File: config.mk
export PLATFORM = sky130hd
export DESIGN_NAME = cuentas_arbiter_flat
export DESIGN_NICKNAME = d
export VERILOG_FILES = /design/src/rtl/cuentas_arbiter_if.sv /design/src/rtl/cuentas_arbiter.sv /design/src/flat_wrapper.sv
export SDC_FILE = /design/constraint.sdc
export NUM_CORES = 1
export LEC_CHECK = 0
export BUFFER_PORTS_ARGS = -buffer_cell sky130_fd_sc_hd__clkbuf_2
export CORE_MARGIN = 2
export CORE_UTILIZATION = 54
export CTS_CLUSTER_DIAMETER = 30
export DETAILED_ROUTE_END_ITERATION = 8
export GPL_TIMING_DRIVEN = 0
export PLACE_DENSITY = 0.77
export SLEW_MARGIN = 20
export SYNTH_ARGS = -nofsm -noshare
export SYNTH_HDL_FRONTEND = slang
export SYNTH_SLANG_ARGS = --single-unit
File: constraint.sdc
create_clock -name clk -period 1.8 [get_ports clk]
set_input_delay 0.27 -clock clk [delete_from_list [all_inputs] [get_ports clk]]
set_output_delay 0.27 -clock clk [all_outputs]
set_load 0.02 [all_outputs]
File: src/rtl/cuentas_arbiter_if.sv
// Bus between the four requesters and the arbiter that shares the count-select mux.
// The arbiter takes the slave side; the requesters (or a bench) take the master side.
`timescale 1ns/1ps

interface cuentas_arbiter_if;
  logic [3:0] req;
  logic [1:0] seleccion;
  logic [3:0] gnt;
  logic       busy;
  logic       timeout;

  modport master (
    output req,
    input  seleccion,
    input  gnt,
    input  busy,
    input  timeout
  );

  modport slave (
    input  req,
    output seleccion,
    output gnt,
    output busy,
    output timeout
  );
endinterface

File: src/rtl/cuentas_arbiter.sv
// Round-robin arbiter for one shared 4:1 count-select mux, with optional hold timeout
// and a forced idle cycle between grants so the mux never switches under an active grant.
`timescale 1ns/1ps

module cuentas_arbiter #(
  parameter int unsigned MAX_HOLD = 16,
  parameter int unsigned HOLD_W   = 8
) (
  input  logic              clk,
  input  logic              reset_n,
  cuentas_arbiter_if.slave  bus
);

  typedef enum logic {
    IDLE  = 1'b0,
    GRANT = 1'b1
  } state_t;

  localparam logic [HOLD_W-1:0] HOLD_MAX     = '1;
  localparam logic [HOLD_W-1:0] HOLD_LAST    = (MAX_HOLD == 0) ? HOLD_W'(0) : HOLD_W'(MAX_HOLD - 1);
  localparam bit                HOLD_LIMITED = (MAX_HOLD != 0);

  state_t            state_q,     state_d;
  logic [1:0]        ptr_q,       ptr_d;
  logic [1:0]        owner_q,     owner_d;
  logic [HOLD_W-1:0] hold_cnt_q,  hold_cnt_d;
  logic [1:0]        seleccion_q, seleccion_d;
  logic [3:0]        gnt_q,       gnt_d;
  logic              timeout_q,   timeout_d;

  logic              win_found;
  logic [1:0]        win_idx;

  // Scan from the highest offset down so the requester closest to ptr is taken last.
  always_comb begin
    logic [1:0] cand;
    win_found = 1'b0;
    win_idx   = ptr_q;
    cand      = ptr_q;
    for (int i = 3; i >= 0; i--) begin
      cand = ptr_q + 2'(i);
      if (bus.req[cand]) begin
        win_found = 1'b1;
        win_idx   = cand;
      end
    end
  end

  always_comb begin
    state_d     = state_q;
    ptr_d       = ptr_q;
    owner_d     = owner_q;
    hold_cnt_d  = hold_cnt_q;
    seleccion_d = seleccion_q;
    gnt_d       = gnt_q;
    timeout_d   = 1'b0;

    case (state_q)
      IDLE: begin
        gnt_d = 4'b0000;
        if (win_found) begin
          state_d     = GRANT;
          owner_d     = win_idx;
          seleccion_d = win_idx;
          gnt_d       = 4'b0001 << win_idx;
          hold_cnt_d  = '0;
        end
      end

      GRANT: begin
        if (hold_cnt_q != HOLD_MAX) begin
          hold_cnt_d = hold_cnt_q + HOLD_W'(1);
        end
        // A voluntary drop wins over a coincident timeout, so no pulse in that case.
        if (!bus.req[owner_q]) begin
          state_d = IDLE;
          gnt_d   = 4'b0000;
          ptr_d   = owner_q + 2'd1;
        end else if (HOLD_LIMITED && (hold_cnt_q == HOLD_LAST)) begin
          state_d   = IDLE;
          gnt_d     = 4'b0000;
          ptr_d     = owner_q + 2'd1;
          timeout_d = 1'b1;
        end
      end

      default: begin
        state_d = IDLE;
        gnt_d   = 4'b0000;
      end
    endcase
  end

  always_ff @(posedge clk or negedge reset_n) begin
    if (!reset_n) begin
      state_q     <= IDLE;
      ptr_q       <= 2'd0;
      owner_q     <= 2'd0;
      hold_cnt_q  <= '0;
      seleccion_q <= 2'b00;
      gnt_q       <= 4'b0000;
      timeout_q   <= 1'b0;
    end else begin
      state_q     <= state_d;
      ptr_q       <= ptr_d;
      owner_q     <= owner_d;
      hold_cnt_q  <= hold_cnt_d;
      seleccion_q <= seleccion_d;
      gnt_q       <= gnt_d;
      timeout_q   <= timeout_d;
    end
  end

  assign bus.seleccion = seleccion_q;
  assign bus.gnt       = gnt_q;
  assign bus.busy      = |gnt_q;
  assign bus.timeout   = timeout_q;

endmodule

File: src/flat_wrapper.sv
// flat-port wrapper written by rule: the top's interface ports become plain ports
module cuentas_arbiter_flat 
#(
  parameter int unsigned MAX_HOLD = 16,
  parameter int unsigned HOLD_W   = 8
)
  (clk, reset_n, bus_req, bus_seleccion, bus_gnt, bus_busy, bus_timeout);
  cuentas_arbiter_if bus_i ();
  input  logic clk;
  input  logic reset_n;
  input wire logic [$bits(bus_i.req)-1:0] bus_req;
  output wire logic [$bits(bus_i.seleccion)-1:0] bus_seleccion;
  output wire logic [$bits(bus_i.gnt)-1:0] bus_gnt;
  output wire logic [$bits(bus_i.busy)-1:0] bus_busy;
  output wire logic [$bits(bus_i.timeout)-1:0] bus_timeout;
  assign bus_i.req = bus_req;
  assign bus_seleccion = bus_i.seleccion;
  assign bus_gnt = bus_i.gnt;
  assign bus_busy = bus_i.busy;
  assign bus_timeout = bus_i.timeout;
  cuentas_arbiter #(.MAX_HOLD(MAX_HOLD), .HOLD_W(HOLD_W)) u_core (.clk(clk), .reset_n(reset_n), .bus(bus_i));
endmodule
# Word level (Yosys, flattened, before mapping)
# Index checks and enable logic that the tools add are counted.
# op_classes
shifts	1
bitwise	1
addsub	5
reduce_logical	4
eq_ne	6
magnitude_cmp	5
muxes	34
# ops
operator	n
2-to-1 mux 8 bit	2
one-hot mux 8 bit (2 select lines)	1
less-than comparator 2 x 3 -> 1 bit (second input constant)	5
2-to-1 mux 1 bit	15
2-to-1 mux 2 bit	6
2-to-1 mux 4 bit	3
binary-select mux 1 bit (select 2 bit)	5
adder 8 x 1 -> 8 bit (second input constant)	1
== test 8 x 4 -> 1 bit (second input constant)	1
inequality test 8 bit (second input constant)	1
one-hot mux 4 bit (2 select lines)	1
AND reduction 2 bit	3
adder 2 x 1 -> 2 bit (second input constant)	2
adder 2 bit (second input constant)	2
inequality test 2 bit (second input constant)	2
OR reduction 4 bit	1
left shift 1 x 2 -> 4 bit (first input constant)	1
inequality test 3 bit (second input constant)	1
inequality test 2 x 1 -> 1 bit (second input constant)	1
one-hot mux 1 bit (2 select lines)	1
NOT 1 bit	1
# word_totals
word_cells	62
regBits	18
out_inout_bits	8
in_bits	6

# Depth between registers and ports, before layout
# logic_depth
depth_word	10
depth_mapped	5
depth_no_buf	5

# Least setup slack after synthesis
# No wires, ideal clock.
# synth_timing
kind	reg2reg
startpoint	register u_core.owner_q[0]
endpoint	register u_core.ptr_q[1]
setup_ns	0.125
n_path_buf	0
required_ns	1.675
arrival_ns	1.582
period_less_slack_ns	1.707
stages_incl_launch_ff	4
path_slack_ns	0.093
cell_sequence	dfrtp_1 mux4_2 a21bo_2 mux2_4
# synth_via
elab_chain_len	4
elab_cells_between_ends	7
cone_classes	add/sub: 1; eq/ne: 1; mux: 4; reduce/logical: 1
# synth_lines
element	line	rtl
from (decl)	cuentas_arbiter.sv:25	logic [1:0] owner_q, owner_d;
from (signal assigned)	cuentas_arbiter.sv:106	owner_q <= owner_d;
binary-select mux 1 bit (select 2 bit)	cuentas_arbiter.sv:75	if (!bus.req[owner_q]) begin
2-to-1 mux 1 bit (implied by the code)	cuentas_arbiter.sv:75	
inequality test 2 bit (no line)	n/a	
AND reduction 2 bit (no line)	n/a	
to (signal assigned)	cuentas_arbiter.sv:105	ptr_q <= ptr_d;
to (decl)	cuentas_arbiter.sv:24	logic [1:0] ptr_q, ptr_d;
# Several ways; a longest one is shown, not always the timed one. The select of a mux whose other input is x is not followed.
# A chain may end at the register's enable or synchronous reset.

# Worst setup path after layout
# layout_timing
startpoint	register u_core.gnt_q[1] (netlist: u_core.bus.gnt[1])
endpoint	output port bus_busy
# layout_via
elab_chain_len	1
# layout_lines
element	line	rtl
from (decl)	cuentas_arbiter.sv:28	logic [3:0] gnt_q, gnt_d;
from (signal assigned)	cuentas_arbiter.sv:109	gnt_q <= gnt_d;
OR reduction 4 bit	cuentas_arbiter.sv:116	assign bus.busy = |gnt_q;
to (decl)	flat_wrapper.sv:14	output wire logic [$bits(bus_i.busy)-1:0] bus_busy;
# Every way passes these cells.

==> flow_summary.toml <==
[grt]
grt_max_degree = 19
grt_first_pass_wirelength_um = 3220
gr-usage-all-layers = 0.220
grt_pass1_vias = 713
grt-ovfl-total = 0
antenna_found_initial = 0

[clock_network]
clk_latency_ns = 0.30
cts_made_buffers = 3
h-tree-depth = 1
path_clk_slew_ns = 0.11
cts_root_buf = "clkbuf_4"
cts.path.max_buffers = 2
cts_sinks = 18
cts_tree = "done"

[timing]
worstMarginPinSlew_ns = 0.694
hold_viol = 0
fmax_mhz = 595
relSlewSlack = 0.538
clock_skew_ns = 0.00866
final-setup-viol-count = 0
min_period_ns = 1.68
maxSlewViolCount = 0
tns_ns = 0
period_share = 0.933
rsz0062_at_grt = "false"

[cells_and_area]
final_cell_mix = "dfrtp_1 (18), clkbuf_2 (13), nor2_1 (6), a21oi_1 (6)"
stdcell_count = 126
antenna_cells = 0
utilization = 0.639
layout_commonest_cell = "dfrtp_1"
nNetsFinal = 117
syn_to_final_growth_pct = 14.0
drive_gt1_frac = 0.220

[pwr]
intPower_uw = 974
power.leakage_uw = 0.000504
switching_share = 0.427
max-vdd-ir-drop_mv = 0.948
power.density_nw_per_um2 = 1580
combPwrFrac = 0.436
p_clk_frac = 0.151
p_switching_uw = 726
power_frac_seq = 0.413

[synth]
yosysSeqAreaShare = 0.476
ys_ff_latch = 18
synthFlopType = "dfrtp_1"
syn_inst = 91
synth-edff-count = 0
synth_area_per_cell_um2 = 10.4
netlist_area_um2 = 946
yosysWarnings = 0
synth_fp_nets = 98
ys_async_sr_fraction = 1.00
synth_cell_types = 37

[critical_path]
criticalPathCategory = "register to primary output"
cp-start-kind = "register"
cp.arrival_ns = 1.41
cp.required_ns = 1.53
crit_path_top_delay_cell = "or4_1"
cp_max_fo = 3
end_kind = "primary output"
rr_worst_depth = 5
max_stage_delay_ns = 0.53
path_cells = "or4_1 -> clkbuf_2"

[placed_design]
dp_hpwl_um = 1400
port_buffers = 13
gp_congestion = 0.832
place_inst = 121

[drt]
vias_per_cell = 6.05
drtIter0Drc = 6
drt_pre_antenna_iters = 4
drc = 0
ant_nets = 0
dr_total_vias = 762
routed_wirelength_um = 1920
wl_per_cell_um = 15.2

[run]
cap_violations = 0

[die]
dieArea_um2 = 2100
core-area_um2 = 1690
num_rows = 15
io_pins = 14
die_w_um = 45.9
start_util = 0.560
chipHeight_um = 45.9

[run_status]
status = "finished, final reports clean"

[hold_path]
hold_class = "input port to asynchronous set/reset pin"
[state kept, by name (all words and copies together) (netlist names)]
name,cells
u_core.owner_q,2
u_core.state_q,1
u_core.hold_cnt_q,8
u_core.ptr_q,2
u_core.bus.timeout,1
u_core.bus.gnt,4
[path summary, 6_finish.rpt]
check | slack, ns | from | to
worst max-delay path | 0.12 | u_core.bus.gnt[1] | bus_busy
worst min-delay path | 0.43 | reset_n | u_core.hold_cnt_q[7]
worst max register to register | 0.13 | u_core.hold_cnt_q[0] | u_core.ptr_q[1]
worst min register to register | 0.52 | u_core.bus.gnt[1] | u_core.bus.gnt[1]
max in group asynchronous | 1.06 | reset_n | u_core.bus.gnt[3]
min in group clk | 0.43 | bus_req[3] | u_core.bus.gnt[1]
[power groups by stage]
stage / Clock, µW / Combinational, µW / Sequential (µW)
4_1_cts: 262 / 744 / 699
3_5_place_dp: 0 / 735 / 707
2_1_floorplan: 0 / 467 / 752
5_1_grt: 282 / 819 / 721
3_3_place_gp: 0 / 721 / 700
6_report: 257 / 742 / 702
[synth_stat cells, types with 2 or more instances]
cell	instances	share of area
o21ai_1	4	0.021
or3_1	2	0.013
a21oi_1	6	0.032
xor2_1	2	0.019
o21ai_0	3	0.016
and3_1	2	0.013
nand2_1	5	0.020
a22o_1	2	0.019
nor2_1	6	0.024
nor2b_1	4	0.026
xnor2_1	2	0.019
inv_1	4	0.016
o2bb2ai_1	2	0.019
a21o_1	2	0.016
nand4_1	2	0.013
nand3_1	5	0.026
dfrtp_1	18	0.48
[layer usage]
metal,vias up,track usage,share of wire
li1,381,-,-
met4,0,0.120,0.023
met3,5,0.0476,0.025
met1,363,0.296,0.49
met2,13,0.325,0.46
met5,-,0,0
[worst max-delay path: cells and delay by family (launching register included)]
kind / cells / cell delay [ns]
DFF: 1 / 0.41
and+or+nand+nor: 1 / 0.53
buffers and inverters: 1 / 0.17
[stage by stage]
stage | power [µW] | worst slack, ns | hold WS (ns) | instance area (µm²)
after floorplan | 1220 | 0.0930 | -0.0256 | 946
after global placement | 1420 | 0.174 | 0.232 | 1030
after detailed placement | 1440 | 0.167 | 0.236 | 1030
after CTS | 1710 | 0.104 | 0.423 | 1080
after global routing | 1820 | 0.0165 | 0.468 | 1080
final | 1700 | 0.120 | 0.428 | 1080
[cells by family after synthesis]
family                   synth area share
flip-flops                          0.476
adder cells (fa/ha/maj)            0.0132
buffers and inverters              0.0159
AO/OA/AOI/OAI                       0.214
XOR/XNOR                           0.0370
AND/OR/NAND/NOR                     0.193
multiplexers                       0.0503
[area by class of cell]
class	count	area (µm²)
Sequential cell	18	450
Multi-Input combinational cell	69	480
Inverter	4	15.0
Tap cell	17	21.3
Fill cell	145	611
Clock buffer	4	36.3
Timing Repair Buffer	14	75.1
[repair_timing]
action                                 in CTS  in global routing
hold buffers                                1                  0
endpoints found under the hold margin      18                  0
setup buffers                               0                  0
gates resized for setup                     0                  0
Note: power is estimated with default switching activity, not from simulation.
